<file path="src/rtl/uart_pkg.sv">
// Shared UART definitions: FSM state encoding and default bit timing,
// common to the receiver and transmitter.
package uart_pkg;

  localparam int DEFAULT_CLKS_PER_BIT = 868;
  localparam int DATA_BITS            = 8;

  typedef enum logic [1:0] {
    ST_IDLE  = 2'd0,
    ST_START = 2'd1,
    ST_DATA  = 2'd2,
    ST_STOP  = 2'd3
  } uart_state_t;

  // Offset from the start-bit falling edge to the middle of the start bit.
  function automatic int half_bit(input int clks_per_bit);
    return clks_per_bit / 2;
  endfunction

endpackage

</file>
<file path="src/rtl/uart_sync.sv">
// Multi-flop synchronizer for an asynchronous single-bit input. The flops
// reset to RESET_VAL so that a quiet line does not look like an edge after reset.
module uart_sync #(
  parameter logic RESET_VAL = 1'b1,
  parameter int   STAGES    = 2
) (
  input  logic i_clk,
  input  logic i_reset,
  input  logic i_d,
  output logic o_q
);

  logic [STAGES-1:0] sync_reg;

  always_ff @(posedge i_clk or negedge i_reset) begin
    if (!i_reset) begin
      sync_reg <= {STAGES{RESET_VAL}};
    end else begin
      sync_reg <= {sync_reg[STAGES-2:0], i_d};
    end
  end

  assign o_q = sync_reg[STAGES-1];

endmodule

</file>
<file path="src/rtl/uart_rx.sv">
// 8N1 UART receiver. Detects the start-bit falling edge, confirms it at
// mid-bit, then samples each data bit and the stop bit at bit centres.
module uart_rx
  import uart_pkg::*;
#(
  parameter int CLKS_PER_BIT = DEFAULT_CLKS_PER_BIT
) (
  input  logic       i_clk,
  input  logic       i_reset,
  input  logic       i_rxd,
  output logic [7:0] o_data,
  output logic       o_valid,
  output logic       o_frame_err,
  output logic       o_busy
);

  localparam int               CNT_W     = $clog2(CLKS_PER_BIT);
  localparam logic [CNT_W-1:0] BIT_LAST  = CNT_W'(CLKS_PER_BIT - 1);
  localparam logic [CNT_W-1:0] HALF_LAST = CNT_W'(half_bit(CLKS_PER_BIT) - 1);
  localparam logic [2:0]       LAST_DATA = 3'(DATA_BITS - 1);

  logic              rxd_s;
  logic              rxd_d_reg;
  logic              fall_edge;

  uart_state_t       state_reg, state_next;
  logic [CNT_W-1:0]  baud_cnt_reg, baud_cnt_next;
  logic [2:0]        bit_cnt_reg, bit_cnt_next;
  logic [7:0]        data_sr_reg, data_sr_next;
  logic [7:0]        data_reg, data_next;
  logic              valid_reg, valid_next;
  logic              frame_err_reg, frame_err_next;

  uart_sync #(
    .RESET_VAL (1'b1),
    .STAGES    (2)
  ) u_sync (
    .i_clk   (i_clk),
    .i_reset (i_reset),
    .i_d     (i_rxd),
    .o_q     (rxd_s)
  );

  // A line held low never produces a new edge, so a break cannot retrigger.
  assign fall_edge = rxd_d_reg & ~rxd_s;

  always_ff @(posedge i_clk or negedge i_reset) begin
    if (!i_reset) begin
      rxd_d_reg     <= 1'b1;
      state_reg     <= ST_IDLE;
      baud_cnt_reg  <= '0;
      bit_cnt_reg   <= '0;
      data_sr_reg   <= '0;
      data_reg      <= '0;
      valid_reg     <= 1'b0;
      frame_err_reg <= 1'b0;
    end else begin
      rxd_d_reg     <= rxd_s;
      state_reg     <= state_next;
      baud_cnt_reg  <= baud_cnt_next;
      bit_cnt_reg   <= bit_cnt_next;
      data_sr_reg   <= data_sr_next;
      data_reg      <= data_next;
      valid_reg     <= valid_next;
      frame_err_reg <= frame_err_next;
    end
  end

  always_comb begin
    state_next     = state_reg;
    baud_cnt_next  = baud_cnt_reg;
    bit_cnt_next   = bit_cnt_reg;
    data_sr_next   = data_sr_reg;
    data_next      = data_reg;
    valid_next     = 1'b0;
    frame_err_next = 1'b0;

    case (state_reg)
      ST_IDLE: begin
        baud_cnt_next = '0;
        if (fall_edge) begin
          bit_cnt_next = '0;
          state_next   = ST_START;
        end
      end

      ST_START: begin
        if (baud_cnt_reg == HALF_LAST) begin
          baud_cnt_next = '0;
          if (rxd_s) begin
            state_next = ST_IDLE;
          end else begin
            bit_cnt_next = '0;
            state_next   = ST_DATA;
          end
        end else begin
          baud_cnt_next = baud_cnt_reg + 1'b1;
        end
      end

      ST_DATA: begin
        if (baud_cnt_reg == BIT_LAST) begin
          baud_cnt_next = '0;
          data_sr_next  = {rxd_s, data_sr_reg[7:1]};
          if (bit_cnt_reg == LAST_DATA) begin
            state_next = ST_STOP;
          end else begin
            bit_cnt_next = bit_cnt_reg + 3'd1;
          end
        end else begin
          baud_cnt_next = baud_cnt_reg + 1'b1;
        end
      end

      ST_STOP: begin
        if (baud_cnt_reg == BIT_LAST) begin
          baud_cnt_next = '0;
          state_next    = ST_IDLE;
          if (rxd_s) begin
            data_next  = data_sr_reg;
            valid_next = 1'b1;
          end else begin
            frame_err_next = 1'b1;
          end
        end else begin
          baud_cnt_next = baud_cnt_reg + 1'b1;
        end
      end

      default: begin
        state_next = ST_IDLE;
      end
    endcase
  end

  assign o_data      = data_reg;
  assign o_valid     = valid_reg;
  assign o_frame_err = frame_err_reg;
  assign o_busy      = (state_reg != ST_IDLE);

endmodule

</file>
<file path="config.mk">
export PLATFORM = sky130hd
export DESIGN_NAME = uart_rx
export DESIGN_NICKNAME = d
export VERILOG_FILES = /design/src/rtl/uart_pkg.sv /design/src/rtl/uart_sync.sv /design/src/rtl/uart_rx.sv
export SDC_FILE = /design/constraint.sdc
export NUM_CORES = 1
export LEC_CHECK = 0
export CAP_MARGIN = 0
export CORE_UTILIZATION = 55
export CTS_BUF_LIST = sky130_fd_sc_hd__clkbuf_4 sky130_fd_sc_hd__clkbuf_8 sky130_fd_sc_hd__clkbuf_16
export DETAILED_ROUTE_END_ITERATION = 6
export GPL_ROUTABILITY_DRIVEN = 0
export PLACE_DENSITY = 0.75
export SLEW_MARGIN = 20
export SYNTH_ARGS = -nofsm -noshare
export SYNTH_HDL_FRONTEND = slang
export SYNTH_SLANG_ARGS = --single-unit
</file>
<file path="constraint.sdc">
create_clock -name i_clk -period 2.3 [get_ports i_clk]
set_input_delay 0.23 -clock i_clk [delete_from_list [all_inputs] [get_ports i_clk]]
set_output_delay 0.23 -clock i_clk [all_outputs]
set_load 0.02 [all_outputs]
</file>
# Word level (Yosys, flattened, before mapping)
# Cells that the tools add are included.
[totals] in_bits=3 output_inout_bits=11 regBits=36
[classes] eq_ne=13 reduce_logical=8 bitwise_logic=2 add_sub_neg=2 mux=22
[op_table] operator="$pmux W10 S3" count=1
[op_table] operator="$mux W10" count=2
[op_table] operator="$mux W3" count=5
[op_table] operator="$ne A2 B2 Y1 const B" count=7
[op_table] operator="$mux W2" count=6
[op_table] operator="$add A10 B1 Y10 const B" count=1
[op_table] operator="$eq A10 B10 Y1 const B" count=1
[op_table] operator="$eq A10 B9 Y1 const B" count=1
[op_table] operator="$pmux W3 S3" count=1
[op_table] operator="$pmux W2 S4" count=1
[op_table] operator="$mux W1" count=6
[op_table] operator="$reduce_and A6 Y1" count=1
[op_table] operator="$reduce_and A5 Y1" count=1
[op_table] operator="$eq A2 B2 Y1 const B" count=2
[op_table] operator="$add A3 B1 Y3 const B" count=1
[op_table] operator="$eq A3 B3 Y1 const B" count=1
[op_table] operator="$reduce_and A3 Y1" count=1
[op_table] operator="$reduce_bool A3 Y1" count=1
[op_table] operator="$eq A2 B1 Y1 const B" count=1
[op_table] operator="$logic_not A2 Y1" count=1
[op_table] operator="$reduce_and A2 Y1" count=1
[op_table] operator="$reduce_bool A2 Y1" count=1
[op_table] operator="$reduce_or A2 Y1" count=1
[op_table] operator="$and A1 B1 Y1" count=1
[op_table] operator="$not A1 Y1" count=1

# Logic depth before layout (Yosys ltp)
# Gate-level depths: netlist of the first run.
[logic_depth] depth_word=4 ltp_mapped=6 mapped_depth_nobuf=6

# Hierarchy
# A second synthesis of the first run with hierarchy kept.
[hier_totals] hier_cells=124 area_unflattened_um2=1654.1
[by_module_without_submodules] mod="uart_rx" area_per_inst_um2=1601.5 seq_area_each_um2=852.1 n_inst=1 cells_each=122
[by_module_without_submodules] mod="uart_sync" area_per_inst_um2=52.6 seq_area_each_um2=52.6 n_inst=1 cells_each=2

# Least setup slack after synthesis of the first run
# OpenSTA, ideal clock, no wires.
[synth_path] path_kind="register -> register" from="register baud_cnt_reg[0]" to="register data_sr_reg[0]" path_stages_with_launch=6 setup_time_ns=0.125 period_less_slack_ns=1.867 slack_ns=0.433 arrival_ns=1.742 path_cell_list="dfrtp_1 ha_1 and4bb_2 and3_4 nor3b_4 mux2_2"
[synth_between] elab_chain_cells=2
[synth_lines] element="start, declared" line_no="uart_rx.sv:27" text="logic [CNT_W-1:0] baud_cnt_reg, baud_cnt_next;"
[synth_lines] element="start signal, assigned" line_no="uart_rx.sv:60" text="baud_cnt_reg <= baud_cnt_next;"
[synth_lines] element="$eq A10 B10 Y1" line_no="uart_rx.sv:102" text="if (baud_cnt_reg == BIT_LAST) begin"
[synth_lines] element="$reduce_and A2 Y1 (no source line)"
[synth_lines] element="end signal, assigned" line_no="uart_rx.sv:62" text="data_sr_reg <= data_sr_next;"
[synth_lines] element="end, declared" line_no="uart_rx.sv:29" text="logic [7:0] data_sr_reg, data_sr_next;"
# No other way between the ends.
# A chain may end at the register's enable or synchronous reset.

# Worst setup path in the final report of the first run
[layout_path] from="register baud_cnt_reg[0]" to="register data_sr_reg[3]"
# Same word-level chain as after synthesis.

==> results of run 1 <==
## through the flow
stage	total power, mW	instances	util [%]
global placement	0.971	170	64.4
finish	1.41	178	67.3
CTS	1.42	178	67.3
detailed placement	0.978	170	64.4
global route	1.49	178	67.3
floorplan	0.919	127	-
## worst max-delay path, cell delays in order (launching register included)
cell	delay, ns
dfrtp_1	0.44
ha_1	0.23
and4bb_2	0.29
and3_4	0.22
nor3b_4	0.39
mux2_2	0.39
## report_power, final
part	internal [mW]	switching (mW)
logic	0.0859	0.0947
clock network	0.240	0.206
registers	0.699	0.0844
## layer usage
layer  vias to the layer above  GRT usage (%)  wire length (um)
li1                        486              -                 -
met1                       502           23.0              1180
met2                        16           30.6              1260
met3                         4           5.81                81
met4                         0           5.57                27
met5                         -              0                 0
## cells by family (layout without fill, tap and decap cells)
family / count (synthesis) / in the layout
simple gates: 42 / 42
flops: 36 / 36
mux: 18 / 18
compound gates: 12 / 12
xor+xnor: 9 / 9
buf+inv: 6 / 26
fa+ha+maj: 4 / 4
## cell usage after synthesis, drive strengths merged (2+ instances only)
master | instances | area (um^2)
mux2i | 2 | 20.0
xnor2 | 6 | 52.6
nand3 | 3 | 15.0
inv | 3 | 11.3
nand4 | 4 | 25.0
and4 | 2 | 20.0
a31oi | 3 | 18.8
and3 | 3 | 26.3
mux2 | 16 | 180
o2bb2ai | 2 | 17.5
nor2b | 3 | 18.8
and2 | 2 | 12.5
dfrtp | 33 | 826
clkbuf | 2 | 7.51
nor3b | 3 | 45.1
xor2 | 3 | 26.3
nor2 | 12 | 45.0
ha | 4 | 50.1
dfstp | 3 | 78.8
nand2 | 6 | 22.5
## final cells by class
class / instances / area, um^2 / share of cell area, %
multi-input combinational: 85 / 677 / 36.5
clock buffer: 6 / 45.0 / 2.43
timing repair buffer: 15 / 145 / 7.82
inverter: 3 / 11.3 / 0.606
sequential: 36 / 905 / 48.7
clock inverter: 2 / 35.0 / 1.89
tap: 31 / 38.8 / 2.09
## how the worst max path moves through the flow
stage,start,to,slack (ns),cells past startpoint
after global routing,baud_cnt_reg[0],data_sr_reg[5],0.16,5
after floorplan,baud_cnt_reg[0],data_sr_reg[0],0.43,5
final,baud_cnt_reg[0],data_sr_reg[3],0.24,5
after global placement,baud_cnt_reg[0],data_sr_reg[0],0.34,5
after CTS,baud_cnt_reg[0],data_sr_reg[3],0.24,5
after detailed placement,baud_cnt_reg[0],data_sr_reg[3],0.27,5
==> flow_metrics.env, run 1 <==
export IMPL_status="finished, final reports clean"
export IMPL_p_per_area_mw_per_mm2=759
export IMPL_io_buffer_count=13
export IMPL_finalHoldViolCount=0
export IMPL_tightest_slew_ns=0.436
export IMPL_dp_hpwl_mm=1.82
export IMPL_r2r_start="baud_cnt_reg[0]"
export IMPL_post_place_ws_ns=0.268
export IMPL_fill_cells=214
export IMPL_avgSynthCellArea_um2=12.7
export IMPL_worstSetupStartpointType="flop"
export IMPL_drive_above_1_share_pct=26.5
export IMPL_synth_compound_area_share_pct=5.43
export IMPL_vias_per_cell=5.66
export IMPL_fin_crit_sh_pct=89.4
export IMPL_cts_resized=0
export IMPL_holdWs_ns=0.293
export IMPL_maxCapViolations=0
export IMPL_synth_seq_cells=36
export IMPL_vdd_drop_max_mv=0.528
export IMPL_wl_mm=2.55
export IMPL_grt_pass1_vias=1032
export IMPL_core_area_mm2=0.00276
export IMPL_final_cell_area_mm2=0.00186
export IMPL_wl_per_cell_um=14.3
export IMPL_die_x_um=56.1
export IMPL_synthArstFlopShare_pct=100
export IMPL_cts_tree="done"
export IMPL_boundaryPins=14
export IMPL_grt_overflow=0
export IMPL_synth_mux_area_fraction_pct=12.4
export IMPL_route_detailed_drc=0
export IMPL_grt_pass1_wl_mm=4.47
export IMPL_dieArea_mm2=0.00315
export IMPL_nets=153
export IMPL_place_area_mm2=0.00178
export IMPL_die_y_um=56.1
export IMPL_timing_reg2reg_setup_slack_ns=0.24
export IMPL_area_growth_pct=15.2
export IMPL_crit_type="reg2reg"
export IMPL_synth_warnings=0
export IMPL_synth_simple_area_share_pct=16.1
export IMPL_numCtsBuffers=5
export IMPL_fmax_mhz=486
export IMPL_diodes=0
export IMPL_syn_num_nets=134
export IMPL_synthXorXnorAreaFrac_pct=4.89
export IMPL_rr_endpoint="data_sr_reg[3]"
export IMPL_grt_max_degree=37
export IMPL_num_rows=19
export IMPL_p_leak_nw=0.869
export IMPL_setup_viol=0
export IMPL_yosysSeqAreaShare_pct=56.1
export IMPL_layout_common_cells="dfrtp_1 (33), mux2_2 (16), clkdlybuf4s50_1 (13)"
export IMPL_largest_register_ffs=10
export IMPL_finClkSkew_ns=0.00620
export IMPL_crit_path_end_kind="flop"
export IMPL_hold_class="in2async"
export IMPL_netlist_area_mm2=0.00161
export IMPL_maxSlewHeadroom_pct=70.9
export IMPL_reg2reg_depth=5
export IMPL_synth_cell_types=34
export IMPL_synth_ff_type="dfrtp_1"
export IMPL_dr_pass1_iters=4
export IMPL_synthAdderAreaFrac_pct=3.11
export IMPL_synth_edf_count=0
export IMPL_clk_latency_ns=0.33
export IMPL_final_setup_tns_ns=0
export IMPL_cts_max_path_buffers=2
export IMPL_final_common_cell="dfrtp_1"
export IMPL_postSynthCellCount=127
export IMPL_postCtsSetupRepairBufs=0
export IMPL_antenna_found_initial=0
export IMPL_grt_setup_unrepaired="no"
export IMPL_htreeDepth=2
export IMPL_root_buffer="clkbuf_4"
export IMPL_start_util_pct=58.4
export IMPL_finalMaxSlewViolations=0
export IMPL_layout_setup_ws_ns=0.244
export IMPL_grt_usage_pct=18.4
export IMPL_period_minus_slack_ns=2.06
export IMPL_crit_path_max_fanout=8
export IMPL_cts_sinks=36
export IMPL_vias=1008
export IMPL_crit_arrival_ns=2.28
export IMPL_synth_top_family_by_area="simple AND/OR/NAND/NOR gates"
export IMPL_ctsHoldBuffers=0
export IMPL_drtIter0Drc=15
export IMPL_path_clk_slew_ns=0.11
export IMPL_ant_nets=0
export IMPL_cp_required_ns=2.52
Note: power is estimated with default switching activity, not from simulation.
==> run 2, diff against run 1 <==
--- a/config.mk
+++ b/config.mk
@@ -10,6 +10,7 @@
 export CTS_BUF_LIST = sky130_fd_sc_hd__clkbuf_4 sky130_fd_sc_hd__clkbuf_8 sky130_fd_sc_hd__clkbuf_16
 export DETAILED_ROUTE_END_ITERATION = 6
 export GPL_ROUTABILITY_DRIVEN = 0
+export GPL_TIMING_DRIVEN = 0
 export PLACE_DENSITY = 0.75
 export SLEW_MARGIN = 20
 export SYNTH_ARGS = -nofsm -noshare
==> run 2 against run 1 <==
Die area unchanged. Sequential share of layout area down 0.36 points. Global-route usage up 2.0 points. Sequential power about the same. Cell count up 1.7%. Via count up 2.1%. Clock power down 24%. Highest routed layer unchanged.
==> flow_metrics.env, run 2 (synthesis gave the netlist of run 1 again) <==
export IMPL_maxCapViolations=0
export IMPL_path_clk_slew_ns=0.10
export IMPL_boundaryPins=14
export IMPL_ctsHoldBuffers=1
export IMPL_p_leak_nw=0.875
export IMPL_htreeDepth=2
export IMPL_die_x_um=56.1
export IMPL_reg2reg_depth=5
export IMPL_post_route_util_pct=67.8
export IMPL_start_util_pct=58.4
export IMPL_nets=156
export IMPL_crit_buf_inv=2
export IMPL_final_setup_tns_ns=0
export IMPL_area_growth_pct=16.1
export IMPL_regArea_um2=905
export IMPL_final_common_cell="dfrtp_1"
export IMPL_postCtsSetupRepairBufs=0
export IMPL_p_sw_mw=0.384
export IMPL_vias_per_cell=5.69
export IMPL_multi_input_area_um2=677
export IMPL_grt_max_degree=23
export IMPL_diodes=0
export IMPL_grt_overflow=0
export IMPL_antenna_found_initial=0
export IMPL_fin_crit_sh_pct=93.0
export IMPL_layout_common_cells="dfrtp_1 (33), mux2_2 (16), nor2_1 (12), clkdlybuf4s50_1 (12), clkbuf_4 (7)"
export IMPL_worstSetupStartpointType="flop"
export IMPL_crit_path_max_fanout=10
export IMPL_power_share_sequential_pct=59.7
export IMPL_finClkSkew_ns=0.0108
export IMPL_status="finished, final reports clean"
export IMPL_dieArea_mm2=0.00315
export IMPL_p_per_area_mw_per_mm2=704
export IMPL_dp_hpwl_mm=1.91
export IMPL_cp_slowest_cell="clkdlybuf4s50_1"
export IMPL_clk_latency_ns=0.34
export IMPL_cts_resized=0
export IMPL_cts_max_path_buffers=2
export IMPL_dr_pass1_iters=4
export IMPL_combPwrFrac_pct=14.4
export IMPL_vdd_drop_max_mv=0.652
export IMPL_fmax_mhz=468
export IMPL_crit_type="reg2out"
export IMPL_root_buffer="clkbuf_4"
export IMPL_cts_tree="done"
export IMPL_io_buffer_count=13
export IMPL_grt_pass1_wl_mm=4.75
export IMPL_clkPwrFrac_pct=25.9
export IMPL_dpl_cell_count=172
export IMPL_grt_usage_pct=20.4
export IMPL_route_detailed_drc=0
export IMPL_drtIter0Drc=21
export IMPL_p_sw_share_pct=29.1
export IMPL_ant_nets=0
export IMPL_core_area_mm2=0.00276
export IMPL_max_stage_delay_ns=0.61
export IMPL_path_depth=3
export IMPL_post_place_ws_ns=0.219
export IMPL_wl_per_cell_um=14.6
export IMPL_drive_above_1_share_pct=26.7
export IMPL_hold_depth=1
export IMPL_largest_register_ffs=10
export IMPL_crit_path_end_kind="output pin"
export IMPL_grt_pass1_vias=1063
export IMPL_period_minus_slack_ns=2.14
export IMPL_tightest_slew_ns=0.734
export IMPL_power_total_mw=1.32
export IMPL_cts_sinks=36
export IMPL_grt_setup_unrepaired="no"
export IMPL_crit_arrival_ns=1.91
export IMPL_num_rows=19
export IMPL_vias=1029
export IMPL_hold_class="in2reg"
export IMPL_critical_path_top_delay_family="buffers and inverters"
export IMPL_stdcell_count=181
export IMPL_fill_cells=218
export IMPL_wl_mm=2.64
export IMPL_maxSlewHeadroom_pct=50.8
export IMPL_p_int_mw=0.934
export IMPL_layout_setup_ws_ns=0.162
export IMPL_finalMaxSlewViolations=0
export IMPL_finalHoldViolCount=0
export IMPL_die_y_um=56.1
export IMPL_path_cells="clkbuf_1, or2_2, clkdlybuf4s50_1"
export IMPL_numCtsBuffers=5
export IMPL_cp_required_ns=2.07
export IMPL_setup_viol=0
## run 2: changes by cell type in the layout (fill, tap and decap cells not counted)
cell | before | now
dlygate4sd3_1 | 0 | 1
buf_2 | 0 | 1
clkdlybuf4s50_1 | 13 | 12
buf_4 | 2 | 0
buf_16 | 0 | 1
bufinv_16 | 1 | 0
clkbuf_4 | 6 | 7
buf_6 | 0 | 1
clkbuf_1 | 0 | 2
## run 2: routing by layer
layer | part of all wire, % | global-route usage, % | vias up
met5 | 0 | 0 | -
met4 | 2.0 | 10.5 | 0
met3 | 3.9 | 7.67 | 5
met2 | 50 | 33.0 | 16
met1 | 44 | 23.6 | 515
li1 | - | - | 493
## run 2: metrics by stage
stage,hold WS [ns],cell area [um^2]
after detailed placement,0.172,1800
after floorplan,-0.0656,1610
after global routing,0.286,1870
after CTS,0.300,1870
after global placement,0.351,1780
final,0.301,1870
## run 2: power by group through the flow
stage          clock network, mW  registers, mW  logic (mW)
5_1_grt                    0.383          0.797       0.218
4_1_cts                    0.350          0.787       0.194
3_5_place_dp                   0          0.798       0.191
2_1_floorplan                  0          0.778       0.141
6_report                   0.341          0.787       0.190
3_3_place_gp                   0          0.794       0.174
## run 2: layout make-up
| class | count | area share (%) |
|---|---|---|
| buffer | 3 | 1.00 |
| tap | 31 | 2.07 |
| clock buffer | 7 | 2.81 |
| inverter | 3 | 0.602 |
| clock inverter | 1 | 0.268 |
| multi-input combinational | 85 | 36.2 |
| timing repair buffer | 15 | 8.70 |
| sequential | 36 | 48.4 |
## run 2: path summary, 6_finish.rpt
path | from | endpoint | slack (ns)
setup / recovery | state_reg[0] | o_busy | 0.16
hold / removal | i_rxd | u_sync.sync_reg[0] | 0.30
setup reg to reg | baud_cnt_reg[0] | data_sr_reg[1] | 0.23
hold reg to reg | u_sync.sync_reg[0] | u_sync.sync_reg[1] | 0.37
max in group asynchronous | i_reset | u_sync.sync_reg[0] | 1.47
min in group asynchronous | i_reset | o_frame_err | 0.33
## run 2: worst register-to-register path, stage by stage, from the launching register on
cell and delay, ns:
dfrtp_1 0.43, ha_1 0.23, and4bb_2 0.29, and3_4 0.23, nor3b_4 0.42, mux2_2 0.39
==> RTL edit (flow settings as in run 2) <==
Add an input register stage for `i_rxd`, without a reset; this delays it by one clock.
--- a/src/rtl/uart_rx.sv
+++ b/src/rtl/uart_rx.sv
@@ -21,2 +21,8 @@
 
+  logic i_rxd_q;
+
+  always_ff @(posedge i_clk) begin
+    i_rxd_q <= i_rxd;
+  end
+
   logic              rxd_s;
@@ -39,3 +45,3 @@
     .i_reset (i_reset),
-    .i_d     (i_rxd),
+    .i_d     (i_rxd_q),
     .o_q     (rxd_s)
Function: changed (a bounded check fails within 4 cycles, from zero or initial values and one cycle with i_reset low).
==> RTL edit against run 2 <==
Clock skew decreased by 2.5 ps. Final cell count increased by 0.55%. Wire length increased by 0.87%. Area after synthesis increased by 1.2%. Total power increased by 10%. Worst setup slack improved by 4.0 ps. Cell area increased by 2.7%. Sequential power increased by 2%. Sequential cell count increased by 1. Critical path type unchanged.
==> RTL edit: results (changes against run 2) <==
Clocking
  • Hold buffer count at cts: 1 (unchanged)
  • H-tree depth: 2 (unchanged)
  • Total CTS buffers: 5 (unchanged)
  • Clock root cell: clkbuf_4
  • Clock Latency Late Sink: 340 ps (about the same)
  • Post-CTS Resized: 0 (unchanged)
  • CTS Buffer Depth: 2 (unchanged)
  • Reg clk slew, reported paths: 110 ps
  • Postcts setup bufs: 0 (unchanged)

Synth
  • Synthesized netlist net count: 135 (+0.75%)
  • Ys flop type: dfrtp_1
  • Number of distinct library cells after synthesis: 35 (+2.9%)
  • Warnings, synthesis: 0 (unchanged)
  • Synth cell count leaders: 33 x dfrtp_1, 16 x mux2_2, 12 x nor2_1
  • Synth top area cells: dfrtp_1 51%, mux2_2 11%, dfstp_2 4.8%
  • Fraction of registers with async set/reset: 97.3% (-2.7 points)
  • Sequential area share after synthesis: 56.7% (+0.54 points)

Worst setup path
  • Reg2reg path depth: 5 (unchanged)
  • Peak fanout along the critical path: 10 (unchanged)
  • Top delay family on crit path: buffers and inverters
  • Slowest stage cell, crit path: clkdlybuf4s50_1
  • R2r setup slk: 170 ps (-60 ps)
  • Crit path largest cell delay: around 600 ps
  • Crit. Startpoint: state_reg[0]
  • Arr. time, crit path: around 1900 ps
  • Worst R2R Start: baud_cnt_reg[0]

Final layout
  • Final layout net count: 157 (+0.64%)
  • Proportion of layout cells with a drive suffix above 1: 26.5% (-0.18 points)
  • Filler cell count: 208 (-4.6%)
  • Number of flip-flops under the largest register name: 10 (unchanged)
  • N_diodes: 0 (unchanged)

Placed design
  • Number of port buffers: 13 (unchanged)
  • HPWL after DPL: 1940 um (+1.5%)

Drt
  • Initial DRC Count: 26 (+24%)
  • Vias per inst: 5.59 (-1.6%)
  • DR WL/cell: 14.6 um (+0.32%)
  • Drt pass-1 iters: 4 (unchanged)

Power and ir drop
  • Leakage power: 0.000891 uW (+1.9%)
  • Worst VDD drop: 0.000905 V (+39%)

Status
  • Status: complete, no violations

Global route
  • First-pass GRT wire length: 4690 um (-1.3%)
  • Largest net degree at the start of global routing: 27 (+17%)
  • Vias in the first global route: 1013 (-4.7%)
  • Total Routing Usage GR: 19.9% (-0.50 points)
  • Initial antenna violation count: 0 (unchanged)

Worst hold path
  • Hold WC Path Type: in2async

STA
  • Relative slew slack: 48.9% (-2.0 points)
  • Clock skew: 8.30 ps (-2.52 ps)
  • Hold_ws: 305 ps (+3.85 ps)
RTL edit: cell type report:
class                   count  area share [%]
clock inverters             2            1.95
clock buffers               6            2.67
inverters                   3           0.586
flip-flops and latches     37            48.1
well taps                  31            2.02
repair buffers             15            8.46
multi-input cells          85            35.2
plain buffers               3           0.977
RTL edit: routing by layer:
layer / vias to the layer above / wire length, um / global-route usage (%) / share of wire (%)
met5: - / 0 / 0 / 0
li1: 496 / - / - / -
met3: 5 / 102 / 7.60 / 3.8
met4: 0 / 44 / 6.27 / 1.7
met2: 20 / 1240 / 29.2 / 47
met1: 497 / 1270 / 27.4 / 48
RTL edit: power by group:
part | internal, uW | switching, uW | leakage, uW
Combinational | 88.7 | 93.8 | 0.000364
Sequential | 717 | 83.9 | 0.000483
Clock | 258 | 209 | 0.0000445
Total | 1060 | 387 | 0.000891
RTL edit: through the flow:
stage	total power (uW)	area (um^2)	utilization, %	setup slack (ps)	std cells
after floorplan	932	1630	-	433	128
after global placement	976	1800	64.7	251	172
after detailed placement	996	1820	65.5	183	173
after CTS	1470	1920	69.1	140	182
after global routing	1540	1920	69.1	47.3	182
final	1450	1920	69.1	166	182
RTL edit: kinds of logic after synthesis:
kind of cell	after synthesis	share of synthesized area, %
multiplexers	18	12.3
XOR/XNOR	9	4.83
buffers and inverters	6	1.84
AND/OR/NAND/NOR	42	16.0
AO/OA/AOI/OAI	12	5.37
flip-flops	37	56.7
adder cells (fa/ha/maj)	4	3.07
RTL edit: path summary, 6_finish.rpt:
| kind | endpoint |
|---|---|
| worst max-delay path | o_busy |
| worst min-delay path | baud_cnt_reg[0] |
| worst max register to register | data_sr_reg[1] |
| worst min register to register | u_sync.sync_reg[0] |
| max in group asynchronous | u_sync.sync_reg[1] |
| min in group i_clk | u_sync.sync_reg[0] |
